**config.mk**
```make
export PLATFORM = sky130hd
export DESIGN_NAME = vector_list_server_flat
export DESIGN_NICKNAME = d
export VERILOG_FILES = /design/src/rtl/vector_list_server_if.sv /design/src/rtl/vector_list_server.sv /design/src/flat_wrapper.sv
export SDC_FILE = /design/constraint.sdc
export NUM_CORES = 1
export LEC_CHECK = 0
export ABC_AREA = 0
export CAP_MARGIN = 5
export CORE_MARGIN = 2
export CORE_UTILIZATION = 56
export DETAILED_ROUTE_END_ITERATION = 10
export PLACE_DENSITY = 0.73
export SLEW_MARGIN = 20
export SYNTH_ARGS = -nofsm -noshare
export SYNTH_HDL_FRONTEND = slang
export SYNTH_SLANG_ARGS = --single-unit
```
**constraint.sdc**
```tcl
create_clock -name clk -period 5.5 [get_ports clk]
set_clock_uncertainty 0.15 [all_clocks]
set_input_delay 0.825 -clock clk [delete_from_list [all_inputs] [get_ports clk]]
set_output_delay 0.825 -clock clk [all_outputs]
set_load 0.05 [all_outputs]
```
**src/rtl/vector_list_server_if.sv**
```systemverilog
// Bundles the draw-side and host-side signals of the double-buffered vector list server.
// The DUT takes the slave modport; the draw master and host use the master modport.
interface vector_list_server_if #(
    parameter int OUT_WIDTH = 8
);
    // inc is a level request: every rising clk edge that samples inc=1 consumes one entry, and
    // the registered outputs show the next entry after that edge. wr_en/commit are taken on the
    // edge unless dropped; full and swap_pending are the only back-pressure the host sees.
    logic                 inc;
    logic [OUT_WIDTH-1:0] o_x;
    logic [OUT_WIDTH-1:0] o_y;
    logic                 o_line;
    logic                 o_pos;
    logic                 frame_done;

    logic                 wr_en;
    logic [OUT_WIDTH-1:0] wr_x;
    logic [OUT_WIDTH-1:0] wr_y;
    logic                 wr_line;
    logic                 wr_pos;
    logic                 commit;
    logic                 full;
    logic                 swap_pending;

    modport slave (
        input  inc, wr_en, wr_x, wr_y, wr_line, wr_pos, commit,
        output o_x, o_y, o_line, o_pos, frame_done, full, swap_pending
    );

    modport master (
        output inc, wr_en, wr_x, wr_y, wr_line, wr_pos, commit,
        input  o_x, o_y, o_line, o_pos, frame_done, full, swap_pending
    );
endinterface

```
**src/rtl/vector_list_server.sv**
```systemverilog
// Double-buffered vertex list: the front bank is served to a vector draw master, terminated by
// an end marker, while the host fills the back bank and commits it for a swap at the frame wrap.
module vector_list_server #(
    parameter int OUT_WIDTH = 8,
    parameter int DEPTH     = 16
) (
    input  logic                clk,
    input  logic                rst_n,
    vector_list_server_if.slave bus,
    output logic                dbg_state
);
    localparam int AW = $clog2(DEPTH) + 1;
    localparam int IW = (DEPTH > 1) ? $clog2(DEPTH) : 1;
    localparam logic [AW-1:0] DEPTH_L = AW'(DEPTH);

    typedef struct packed {
        logic [OUT_WIDTH-1:0] x;
        logic [OUT_WIDTH-1:0] y;
        logic                 line;
        logic                 pos;
    } entry_t;

    localparam entry_t MARKER = {{OUT_WIDTH{1'b1}}, {OUT_WIDTH{1'b1}}, 1'b0, 1'b1};

    typedef enum logic {
        SHOW = 1'b0,
        MARK = 1'b1
    } state_t;

    entry_t mem [2][DEPTH];

    state_t              state_q, state_d;
    logic                front_sel_q, front_sel_d;
    logic [1:0][AW-1:0]  bank_len_q, bank_len_d;
    logic [AW-1:0]       rd_addr_q, rd_addr_d;
    logic                pending_q, pending_d;
    entry_t              out_q, out_d;
    logic                fd_q, fd_d;

    logic                back_sel;
    logic [AW-1:0]       front_len;
    logic [AW-1:0]       back_len;
    logic [AW-1:0]       rd_next;
    logic [AW-1:0]       new_len;
    logic                write_ok;
    logic                commit_ok;
    entry_t              wr_entry;
    entry_t              entry0;

    always_comb begin
        back_sel    = ~front_sel_q;
        front_len   = bank_len_q[front_sel_q];
        back_len    = bank_len_q[back_sel];
        rd_next     = rd_addr_q + AW'(1);
        wr_entry    = {bus.wr_x, bus.wr_y, bus.wr_line, bus.wr_pos};
        write_ok    = bus.wr_en && !pending_q && (back_len != DEPTH_L);
        commit_ok   = bus.commit && !pending_q;
        new_len     = '0;
        entry0      = MARKER;

        state_d     = state_q;
        front_sel_d = front_sel_q;
        bank_len_d  = bank_len_q;
        rd_addr_d   = rd_addr_q;
        pending_d   = pending_q;
        out_d       = out_q;
        fd_d        = 1'b0;

        // The write lands before any commit on the same edge, so the committed length includes it.
        if (write_ok) bank_len_d[back_sel] = back_len + AW'(1);
        if (commit_ok) pending_d = 1'b1;

        if (bus.inc) begin
            case (state_q)
                SHOW: begin
                    rd_addr_d = rd_next;
                    if (rd_next == front_len) begin
                        state_d = MARK;
                        out_d   = MARKER;
                    end else begin
                        out_d = mem[front_sel_q][rd_next[IW-1:0]];
                    end
                end
                MARK: begin
                    rd_addr_d = '0;
                    fd_d      = 1'b1;
                    if (pending_q || commit_ok) begin
                        // Publish the back bank; a same-edge write to slot 0 is forwarded.
                        front_sel_d            = back_sel;
                        pending_d              = 1'b0;
                        bank_len_d[front_sel_q] = '0;
                        new_len                = write_ok ? back_len + AW'(1) : back_len;
                        entry0                 = (write_ok && back_len == '0) ? wr_entry
                                                                              : mem[back_sel][IW'(0)];
                    end else begin
                        new_len = front_len;
                        entry0  = mem[front_sel_q][IW'(0)];
                    end
                    if (new_len == '0) begin
                        state_d = MARK;
                        out_d   = MARKER;
                    end else begin
                        state_d = SHOW;
                        out_d   = entry0;
                    end
                end
                default: ;
            endcase
        end
    end

    always_ff @(posedge clk or negedge rst_n) begin
        if (!rst_n) begin
            state_q     <= MARK;
            front_sel_q <= 1'b0;
            bank_len_q  <= '0;
            rd_addr_q   <= '0;
            pending_q   <= 1'b0;
            out_q       <= MARKER;
            fd_q        <= 1'b0;
        end else begin
            state_q     <= state_d;
            front_sel_q <= front_sel_d;
            bank_len_q  <= bank_len_d;
            rd_addr_q   <= rd_addr_d;
            pending_q   <= pending_d;
            out_q       <= out_d;
            fd_q        <= fd_d;
        end
    end

    // Storage is not reset; lengths alone decide what is valid.
    always_ff @(posedge clk) begin
        if (write_ok) mem[back_sel][back_len[IW-1:0]] <= wr_entry;
    end

    assign bus.o_x          = out_q.x;
    assign bus.o_y          = out_q.y;
    assign bus.o_line       = out_q.line;
    assign bus.o_pos        = out_q.pos;
    assign bus.frame_done   = fd_q;
    assign bus.swap_pending = pending_q;
    assign bus.full         = (back_len == DEPTH_L);
    assign dbg_state        = state_q;
endmodule

```
**src/flat_wrapper.sv**
```systemverilog
// flat-port wrapper written by rule: the top's interface ports become plain ports
module vector_list_server_flat 
#(
    parameter int OUT_WIDTH = 8,
    parameter int DEPTH     = 16
)
  (clk, rst_n, dbg_state, bus_inc, bus_wr_en, bus_wr_x, bus_wr_y, bus_wr_line, bus_wr_pos, bus_commit, bus_o_x, bus_o_y, bus_o_line, bus_o_pos, bus_frame_done, bus_full, bus_swap_pending);
  vector_list_server_if #(.OUT_WIDTH(OUT_WIDTH)) bus_i ();
  input  logic clk;
  input  logic rst_n;
  output logic dbg_state;
  input wire logic [$bits(bus_i.inc)-1:0] bus_inc;
  input wire logic [$bits(bus_i.wr_en)-1:0] bus_wr_en;
  input wire logic [$bits(bus_i.wr_x)-1:0] bus_wr_x;
  input wire logic [$bits(bus_i.wr_y)-1:0] bus_wr_y;
  input wire logic [$bits(bus_i.wr_line)-1:0] bus_wr_line;
  input wire logic [$bits(bus_i.wr_pos)-1:0] bus_wr_pos;
  input wire logic [$bits(bus_i.commit)-1:0] bus_commit;
  output wire logic [$bits(bus_i.o_x)-1:0] bus_o_x;
  output wire logic [$bits(bus_i.o_y)-1:0] bus_o_y;
  output wire logic [$bits(bus_i.o_line)-1:0] bus_o_line;
  output wire logic [$bits(bus_i.o_pos)-1:0] bus_o_pos;
  output wire logic [$bits(bus_i.frame_done)-1:0] bus_frame_done;
  output wire logic [$bits(bus_i.full)-1:0] bus_full;
  output wire logic [$bits(bus_i.swap_pending)-1:0] bus_swap_pending;
  assign bus_i.inc = bus_inc;
  assign bus_i.wr_en = bus_wr_en;
  assign bus_i.wr_x = bus_wr_x;
  assign bus_i.wr_y = bus_wr_y;
  assign bus_i.wr_line = bus_wr_line;
  assign bus_i.wr_pos = bus_wr_pos;
  assign bus_i.commit = bus_commit;
  assign bus_o_x = bus_i.o_x;
  assign bus_o_y = bus_i.o_y;
  assign bus_o_line = bus_i.o_line;
  assign bus_o_pos = bus_i.o_pos;
  assign bus_frame_done = bus_i.frame_done;
  assign bus_full = bus_i.full;
  assign bus_swap_pending = bus_i.swap_pending;
  vector_list_server #(.OUT_WIDTH(OUT_WIDTH), .DEPTH(DEPTH)) u_core (.clk(clk), .rst_n(rst_n), .bus(bus_i), .dbg_state(dbg_state));
endmodule
```
==> impl_results.md, run 1 <==
- Drt via density: 6.43
- Worst VDD drop: 0.524 mV
- Routed wire length: 58.6 mm
- Layout cells sized above 1: 23.8%
- Port buffer count: 44
- Setup-failing EPs final: 0
- Total power: 14.2 mW
- Starting Density: 57.0%
- Type of origin of the critical path: register
- # hold bufs at CTS: 0
- Die Span X: 214 um
- Layout area overhead: 13.0%
- Deepest clock path buffer count: 3
- Power Density: 510 nW/um^2
- H-tree depth: 2
- Worst-Margin Slew: 1180 ps
- EDFF count, synth: 576
- Yosys warning total: 0
- Length of routed met3 wiring: 6.63 mm
- Fin crit share: 79.8%
- Unrepaired setup endpoints after global routing: no
- # clock sinks: 613
- Highest Clock Rate: 228 MHz
- Synth Cell Area: 24700 sq um
- Synth cell types: 51
- CTS clk-pin slew, worst paths: 60 ps
- Fin worst setup slack: 1110 ps
- Worst path required time: 4530 ps
- Root Driver: clkbuf_16
- Most frequent cells in the layout: edfxtp_1 (576), mux4_2 (144), nand2_1 (137)
- Slew HR: 20.8%
- IO Count: 45
- Inserted Diodes: 0
- Synth Register Bits: 613
- Main synth FF type: edfxtp_1
- Routed len/inst: 29.2 um
- Mapped Nets: 1335
- TritonRoute pass-1 iters: 5
- Post-synth ARST share: 6.04%
- Core ar.: 43400 sq um
- Post-CTS Setup Bufs: 0
- Mean Syn Cell Area: 18.9 sq um
- GP Congestion: 0.916
- Die area: 45800 sq um
- Post-route ant nets: 0
- Met2 WL: 26.6 mm
- Chip height: 214 um
- Min cycle time layout: 4390 ps
- Final nets: 1404
- Grt total ovfl: 0
- Global-route wire length before repair: 86.3 mm
- Area leader, netlist: edfxtp_1
- Number of global-route vias before repair: 12846
- DR top layer: met5
- Min-delay worst type: input port to async pin
- CTS tree: built
- Top post-synthesis cells by area: edfxtp_1 (70%), mux4_2 (13%), nand2_1 (2.1%)
- Initial antenna violation count: 1
- Crit path max fanout: 27
- Largest net degree at the start of global routing: 102
- Post-Syn Instances: 1307
- Critical Path AT: 3420 ps
- Synth top area share: 70.0%
- DRT met1 WL: 23.6 mm
- Placement Rows: 76
- Flop-to-flop setup slack: 1300 ps
- Crit path capture type: primary output
- Worst-Skew Late Latency: 630 ps
- Max Cap Viol: 0
- Pre-CTS setup slack: 1310 ps
- Sequential share of the synthesized area: 73.8%
- Most common cell after layout, fill and taps aside: edfxtp_1
- Vias: 12912
- Setup_tns: 0 ps
- GRT Total Usage: 26.0%
- Initial drt markers: 1817
- DRC Markers: 0
- Final Hold Fails: 0
- Fin. max-slew vios: 0
- TritonCTS Buffers: 58
- P_leak: 8.85 nW
- WS Path Type: register to primary output
- CTS resizes: 0
- DP HPWL: 33.9 mm
- Outcome: completed
-- through the flow --
| step | instances | hold WS [ps] | util, % | instance area, sq um |
|---|---|---|---|---|
| 3_5_place_dp | 1901 | 346 | 59.9 | 26000 |
| 4_1_cts | 2007 | 193 | 64.4 | 27900 |
| 3_3_place_gp | 1901 | 344 | 59.9 | 26000 |
| 2_1_floorplan | 1307 | 317 | - | 24700 |
| 5_1_grt | 2007 | 261 | 64.4 | 27900 |
| 6_report | 2007 | 198 | 64.4 | 27900 |
-- cell usage after synthesis, types with 2 or more instances --
cell	count
a211oi_1	18
a21oi_1	7
a221o_1	3
a221oi_1	17
a31o_2	2
a31oi_1	17
a32o_1	2
a32oi_1	18
and2_1	2
buf_1	3
buf_2	28
buf_4	3
buf_6	3
clkbuf_1	40
dfrtp_1	19
dfstp_2	18
edfxtp_1	576
ha_1	5
inv_1	9
mux2_2	2
mux2i_1	49
mux4_2	144
nand2_1	137
nand2b_1	3
nand3_1	41
nand3b_1	3
nand4_1	3
nor2_1	58
nor2b_1	4
nor3_1	6
nor3_2	2
o21ai_0	29
o32ai_1	2
or3_1	3
xnor2_1	11
xor2_1	5
-- power by group --
part           internal, mW  switching (mW)  total, mW
Combinational          1.70            2.83       4.54
Clock                  2.37            1.71       4.09
Sequential             5.35           0.256       5.61
Total                  9.43            4.80       14.2
-- state kept, by name (all words and copies together), names as in the netlist --
signal                   count
u_core.bus.o_y               8
u_core.rd_addr_q             5
u_core.bank_len_q           10
u_core.front_sel_q           1
u_core.bus.o_pos             1
u_core.bus.o_x               8
u_core.dbg_state             1
u_core.mem                 576
u_core.bus.swap_pending      1
u_core.bus.o_line            1
u_core.bus.frame_done        1
-- path summary, 6_finish.rpt --
path	startpoint	depth (start not counted)	endpoint
max	u_core.front_sel_q	5	bus_full
min	rst_n	1	u_core.bus.frame_done
max reg2reg	u_core.front_sel_q	7	u_core.mem[0][175]
min reg2reg	u_core.bus.o_y[6]	2	u_core.bus.o_y[6]
max in group asynchronous	rst_n	1	u_core.rd_addr_q[0]
min in group clk	u_core.bus.o_y[6]	2	u_core.bus.o_y[6]
-- metal layers --
metal  track usage, %  up-vias
met2             37.8      710
met3             7.05       82
met5                0        -
met1             38.7     6681
li1                 -     5437
met4             9.26        2
-- worst max-delay path, stage by stage, from the launching register on --
cell,delay [ps]
dfrtp_4,630
mux2i_1,500
ha_1,350
inv_1,140
a211oi_4,250
clkdlybuf4s50_1,900
-- final cells by class --
class                   count  area (sq um)
flip-flops and latches    613         18300
well taps                 585           732
inverters                   9          33.8
fillers                  2952         15400
clock buffers              71          1550
clock inverters            35           392
repair buffers             86           783
multi-input cells         608          6190
-- cells by family (layout without fill, tap and decap cells) --
kind of cell	count (synthesis)	after routing	synth area share, %
multiplexers	195	195	15.2
buffers and inverters	86	201	1.58
AO/OA/AOI/OAI	124	124	3.82
AND/OR/NAND/NOR	268	268	4.74
XOR/XNOR	16	16	0.567
adder cells (fa/ha/maj)	5	5	0.253
flip-flops	613	613	73.8
Note: power is estimated with default switching activity, not from simulation.
==> run 2: changes to the inputs <==
--- a/config.mk
+++ b/config.mk
@@ -10,7 +10,7 @@
 export CORE_MARGIN = 2
 export CORE_UTILIZATION = 56
 export DETAILED_ROUTE_END_ITERATION = 10
-export PLACE_DENSITY = 0.73
+export PLACE_DENSITY = 0.76
 export SLEW_MARGIN = 20
 export SYNTH_ARGS = -nofsm -noshare
 export SYNTH_HDL_FRONTEND = slang
==> constraint.sdc (replaced) <==
create_clock -name clk -period 3.68 [get_ports clk]
set_clock_uncertainty 0.15 [all_clocks]
set_input_delay 0.552 -clock clk [delete_from_list [all_inputs] [get_ports clk]]
set_output_delay 0.552 -clock clk [all_outputs]
set_load 0.05 [all_outputs]
==> run 2 against run 1 <==
Net effect: first-iteration DRC count is 3.5% higher; clock-buffer cell count decreased by 3; via count increased by 4.1%; combinational power increased by 51%; global-route usage rose by 0.40 points; register-to-register slack lost 850 ps; power up 48%; clock power increased by 43%; highest routed layer is now met4.
==> impl_results.md, run 2 (synthesis gave the netlist of run 1 again) <==
- Placement Rows: 76 (unchanged)
- P_leak: 9.04 nW (+2.1%)
- Routed len/inst: 29.3 um (+0.18%)
- Min cycle time layout: 3230 ps
- Inserted Diodes: 0 (unchanged)
- Starting Density: 57.0% (unchanged)
- Final nets: 1443 (+2.8%)
- Largest register FFs: 576 (unchanged)
- Vias: 13444 (+4.1%)
- Length of routed met3 wiring: 5.44 mm (-18%)
- Reg area: 18300 sq um (unchanged)
- Min-delay worst type: register to register
- Final Non-Filler Cells: 2048 (+2.0%)
- Crit path capture type: register
- Type of origin of the critical path: register
- Area of the multi-input gates: 6200 sq um (+0.24%)
- Worst path required time: 3830 ps (-700 ps)
- Reg2reg path depth: 8 (+1)
- Max incr delay on CP: 600 ps (-300 ps)
- Drt via density: 6.56 (+2.0%)
- Power Density: 746 nW/um^2 (+46%)
- # clock sinks: 613 (unchanged)
- Outcome: completed
- Root Driver: clkbuf_16
- GP Congestion: 0.919 (+0.36%)
- DP HPWL: 35.3 mm (+3.9%)
- Chip height: 214 um (unchanged)
- Most common cell after layout, fill and taps aside: edfxtp_1
- Post-CTS Setup Bufs: 0 (unchanged)
- Number of global-route vias before repair: 13533 (+5.3%)
- Final Hold Fails: 0 (unchanged)
- GRT Total Usage: 26.4% (+0.40 points)
- Highest Clock Rate: 309 MHz
- Deepest clock path buffer count: 3 (unchanged)
- Worst-Margin Slew: 979 ps (-205 ps)
- Flop-to-flop setup slack: 450 ps (-850 ps)
- Most frequent cells in the layout: edfxtp_1 (576), mux4_2 (144), nand2_1 (137)
- Initial antenna violation count: 0 (-1)
- Fin crit share: 87.8%
- Slew HR: 34.6% (+14 points)
- TritonCTS Buffers: 58 (unchanged)
- Worst Hold Path EP: u_core.rd_addr_q[4]
- Hold path startpoint: u_core.rd_addr_q[4]
- Layout area overhead: 14.2%
- Global-route wire length before repair: 88.7 mm (+2.8%)
- Critical Path AT: 3380 ps (-40 ps)
- CTS clk-pin slew, worst paths: 60 ps (about the same)
- Initial drt markers: 1881 (+3.5%)
- CP Cell Sequence: mux2i_1 > ha_1 > inv_1 > a211oi_4 > nor2_1 > nand2_1 > nor2_2 > buf_4
- Crit path max fanout: 22 (-19%)
- Cell count of the worst hold path: 1
- WS Path Type: register to register
- Die Span X: 214 um (unchanged)
- Worst path slowest cell: dfrtp_4
- Grt total ovfl: 0 (unchanged)
- H-tree depth: 2 (unchanged)
- Worst VDD drop: 0.543 mV (+3.6%)
- DR top layer: met4
- Total power: 21.1 mW (+48%)
- Die area: 45800 sq um (unchanged)
- Fin. max-slew vios: 0 (unchanged)
- TritonRoute pass-1 iters: 6 (+1)
- Largest net degree at the start of global routing: 63 (-38%)
- FF-to-FF End: u_core.mem[0][123]
- Met2 WL: 28.7 mm (+8.0%)
- Hold slack: 358 ps (+161 ps)
- Filler instances: 2826 (-4.3%)
- IO Count: 45 (unchanged)
- Core ar.: 43400 sq um (unchanged)
- Setup-failing EPs final: 0 (unchanged)
- DRT met1 WL: 22.9 mm (-2.9%)
- Dpl cells: 1939 (+2.0%)
- DRC Markers: 0 (unchanged)
- Worst-Skew Late Latency: 620 ps (about the same)
- Routed wire length: 59.9 mm (+2.2%)
- Layout cells sized above 1: 26.0% (+2.3 points)
- Worst R2R Start: u_core.front_sel_q
- CTS tree: built
- Port buffer count: 44 (unchanged)
- Max Cap Viol: 0 (unchanged)
- Post-route ant nets: 0 (unchanged)
- Unrepaired setup endpoints after global routing: no
==> run 2: changes by cell type in the layout (fill, tap and decap cells not counted), sizes merged <==
cell | previous run | this run
buf | 44 | 82
clkinv | 21 | 28
bufinv | 8 | 5
clkbuf | 71 | 68
dlygate4sd3 | 0 | 1
inv | 12 | 13
==> run 2: what timing repair did <==
item                                   CTS  global route
resized for setup                        0             0
hold buffers                             1             0
endpoints found under the hold margin   19             0
==> run 2: worst max-delay path, delay by kind of cell (launching register included) <==
kind | cells | cell delay (ps)
AND/OR/NAND/NOR | 3 | 1090
flip-flops | 1 | 600
buffers and inverters | 2 | 470
adder cells (fa/ha/maj) | 1 | 280
multiplexers | 1 | 220
AO/OA/AOI/OAI | 1 | 80
==> run 2: routing by layer <==
metal | track usage, % | vias up
met5 | 0 | -
li1 | - | 5522
met4 | 12.9 | 0
met1 | 35.9 | 6987
met3 | 5.38 | 136
met2 | 41.6 | 799
==> run 2: cell type report <==
class | instances | area share [%]
inverters | 9 | 0.120
repair buffers | 125 | 4.05
well taps | 585 | 2.59
multi-input cells | 608 | 22.0
clock inverters | 40 | 1.27
clock buffers | 68 | 5.35
flip-flops and latches | 613 | 64.7
==> run 2: through the flow <==
stage	TNS (ps)	utilization (%)	worst slack [ps]	cell area (sq um)
5_1_grt	0	65.1	313	28200
2_1_floorplan	-125800	-	-280	24800
3_3_place_gp	0	60.8	494	26300
3_5_place_dp	0	60.8	474	26300
4_1_cts	0	65.1	446	28200
6_report	0	65.1	447	28200
==> run 2: worst max path at each step <==
stage	start	endpoint	slack [ps]	cells after the start
after floorplan	u_core.front_sel_q	u_core.bank_len_q[4]	-280	15
after global placement	u_core.front_sel_q	u_core.bus.o_line	490	6
after detailed placement	u_core.front_sel_q	u_core.bus.o_line	470	6
after CTS	u_core.front_sel_q	u_core.mem[1][142]	450	7
after global routing	u_core.front_sel_q	u_core.mem[0][115]	310	8
final	u_core.front_sel_q	u_core.mem[0][123]	450	8
==> run 2: power by group <==
part	total (mW)	leakage, nW	switching, mW	internal, mW
Combinational	6.86	2.51	4.16	2.70
Clock	5.86	0.921	2.56	3.30
Sequential	8.35	5.61	0.348	8.00
==> run 3: changes to the inputs <==
--- a/config.mk
+++ b/config.mk
@@ -8,9 +8,9 @@
 export ABC_AREA = 0
 export CAP_MARGIN = 5
 export CORE_MARGIN = 2
-export CORE_UTILIZATION = 56
+export CORE_UTILIZATION = 55
 export DETAILED_ROUTE_END_ITERATION = 10
-export PLACE_DENSITY = 0.76
+export PLACE_DENSITY = 0.74
 export SLEW_MARGIN = 20
 export SYNTH_ARGS = -nofsm -noshare
 export SYNTH_HDL_FRONTEND = slang
==> run 3 against run 2 <==
Net effect: combinational power down 0.6%; non-clock buffer count down 8; utilization down 1.8 points; critical path depth down 1; power down 1.6%; final cell count down 0.29%; register-to-register slack worse by 210 ps; sequential power about the same; global-route usage down 1.0 points; highest routed layer is now met5.
==> impl_results.md, run 3 (synthesis gave the netlist of run 1 again) <==
- Outcome: completed
- Worst-Margin Slew: 1120 ps (+137 ps)
- Die Span X: 216 um (+0.89%)
- Setup_tns: 0 ps (unchanged)
- Routed len/inst: 28.3 um (-3.2%)
- Type of origin of the critical path: register
- Largest register FFs: 576 (unchanged)
- Max incr delay on CP: 900 ps (+300 ps)
- WS Path Type: register to register
- Setup-failing EPs final: 0 (unchanged)
- H-tree depth: 2 (unchanged)
- Worst VDD drop: 1.21 mV (+120%)
- Min cycle time layout: 3440 ps (+211 ps)
- CTS tree: built
- GRT Total Usage: 25.4% (-1.0 points)
- Final nets: 1435 (-0.55%)
- GP Congestion: 0.883 (-3.9%)
- Worst path slowest cell: nor2_2
- Worst-Skew Late Latency: 620 ps (about the same)
- Layout area overhead: 13.5%
- Routed wire length: 57.8 mm (-3.5%)
- Vias: 13162 (-2.1%)
- Global-route wire length before repair: 85.8 mm (-3.3%)
- Buf/Inv on CP: 1 (-1)
- P_leak: 8.92 nW (-1.4%)
- Placement Rows: 77 (+1.3%)
- Core ar.: 44300 sq um (+2.2%)
- Fin. max-slew vios: 0 (unchanged)
- DRC Markers: 0 (unchanged)
- Deepest clock path buffer count: 3 (unchanged)
- Drt via density: 6.45 (-1.8%)
- Post-route ant nets: 0 (unchanged)
- Power Density: 739 nW/um^2 (-1.0%)
- Max Cap Viol: 0 (unchanged)
- Layout cells sized above 1: 24.5% (-1.5 points)
- Slew HR: 25.4% (-9.1 points)
- Initial drt markers: 1552 (-17%)
- Chip height: 216 um (+0.89%)
- CP Cell Sequence: mux2i_1 > ha_1 > inv_1 > a211oi_4 > nor2_1 > nand2_1 > nor2_2
- Crit-path leading delay family: simple AND/OR/NAND/NOR gates
- TritonCTS Buffers: 58 (unchanged)
- Root Driver: clkbuf_16
- Most common cell after layout, fill and taps aside: edfxtp_1
- CTS clk-pin slew, worst paths: 60 ps (about the same)
- IO Count: 45 (unchanged)
- Critical Path AT: 3510 ps (+130 ps)
- Port buffer count: 44 (unchanged)
- Highest Clock Rate: 290 MHz (-6.1%)
- Number of global-route vias before repair: 13099 (-3.2%)
- Largest net degree at the start of global routing: 147 (+130%)
- Starting Density: 55.8% (-1.2 points)
- Crit path capture type: register
- # clock sinks: 613 (unchanged)
- Final Hold Fails: 0 (unchanged)
- Worst path required time: 3750 ps (-80 ps)
- Die area: 46600 sq um (+1.8%)
- Fin crit share: 93.6% (+5.7 points)
- Most frequent cells in the layout: edfxtp_1 (576), mux4_2 (144), nand2_1 (137)
- TritonRoute pass-1 iters: 5 (-1)
- Min-delay worst type: register to register
- Initial antenna violation count: 2 (+2)
- Fin worst setup slack: 237 ps (-211 ps)
- Filler instances: 3019 (+6.8%)
- Unrepaired setup endpoints after global routing: no
- Grt total ovfl: 0 (unchanged)
- Crit path max fanout: 23 (+4.5%)
- CTS resizes: 0 (unchanged)
- Pre-CTS setup slack: 257 ps (-217 ps)
- DP HPWL: 34.2 mm (-3.1%)
==> run 3: cell count changes in the layout (fill, tap and decap cells not counted), sizes merged <==
cell	previous run	this run
clkinvlp	3	2
inv	13	10
clkinv	28	21
clkbuf	68	75
buf	82	74
bufinv	5	3
diode	0	1
==> run 3: layout make-up <==
type                       count  area, sq um  area share, %
multi-input combinational    608         6220           22.2
sequential                   613        18300           65.1
clock inverter                27          205          0.732
tap                          592          741           2.64
timing repair buffer         117         1060           3.77
antenna                        1         2.50        0.00892
inverter                       9         33.8          0.120
clock buffer                  75         1540           5.48
==> run 3: metrics by stage <==
step | power (mW) | hold slack, ps | std cells | util (%) | cell area, sq um
after floorplan | 13.0 | 106 | 1307 | - | 24800
after global placement | 15.1 | 349 | 1937 | 59.3 | 26300
after detailed placement | 15.2 | 345 | 1938 | 59.3 | 26300
after CTS | 20.8 | 355 | 2041 | 63.2 | 28000
after global routing | 21.5 | 384 | 2041 | 63.3 | 28000
final | 20.7 | 363 | 2042 | 63.3 | 28100
==> run 3: worst paths after layout <==
kind                                         start             endpoint  slack, ps  depth (start not counted)
worst min-delay path             u_core.bus.o_x[7]    u_core.bus.o_x[7]        360                          2
max in group asynchronous                    rst_n   u_core.front_sel_q       2160                          2
worst max-delay path            u_core.front_sel_q    u_core.mem[0][58]        240                          7
worst max register to register  u_core.front_sel_q    u_core.mem[0][58]        240                          7
min in group asynchronous                    rst_n  u_core.rd_addr_q[0]        480                          2
worst min register to register   u_core.bus.o_x[7]    u_core.bus.o_x[7]        360                          2
==> run 3: repair_timing <==
action,4_1_cts,5_1_grt
hold endpoints to repair,19,0
setup buffers,0,0
hold buffers,1,0
==> run 3: layer usage <==
metal  wire [um]  vias up  GRT usage, %
met5          13        -             0
met4        1930        2          9.47
met3        5550      110          6.55
met2       27800      690          39.9
met1       22500     6849          34.9
li1            -     5511             -
==> run 3: worst reg2reg max path, stage by stage (launching register included) <==
cell      delay [ps]
dfrtp_4          610
mux2i_1          210
ha_1             260
inv_1            160
a211oi_4          80
nor2_1           280
nand2_1          400
nor2_2           910
==> run 3: power breakdown <==
group	internal (mW)	switching (mW)	total, mW
Combinational	2.68	4.14	6.82
Clock	3.13	2.44	5.57
Sequential	8.00	0.328	8.33
Total	13.8	6.91	20.7
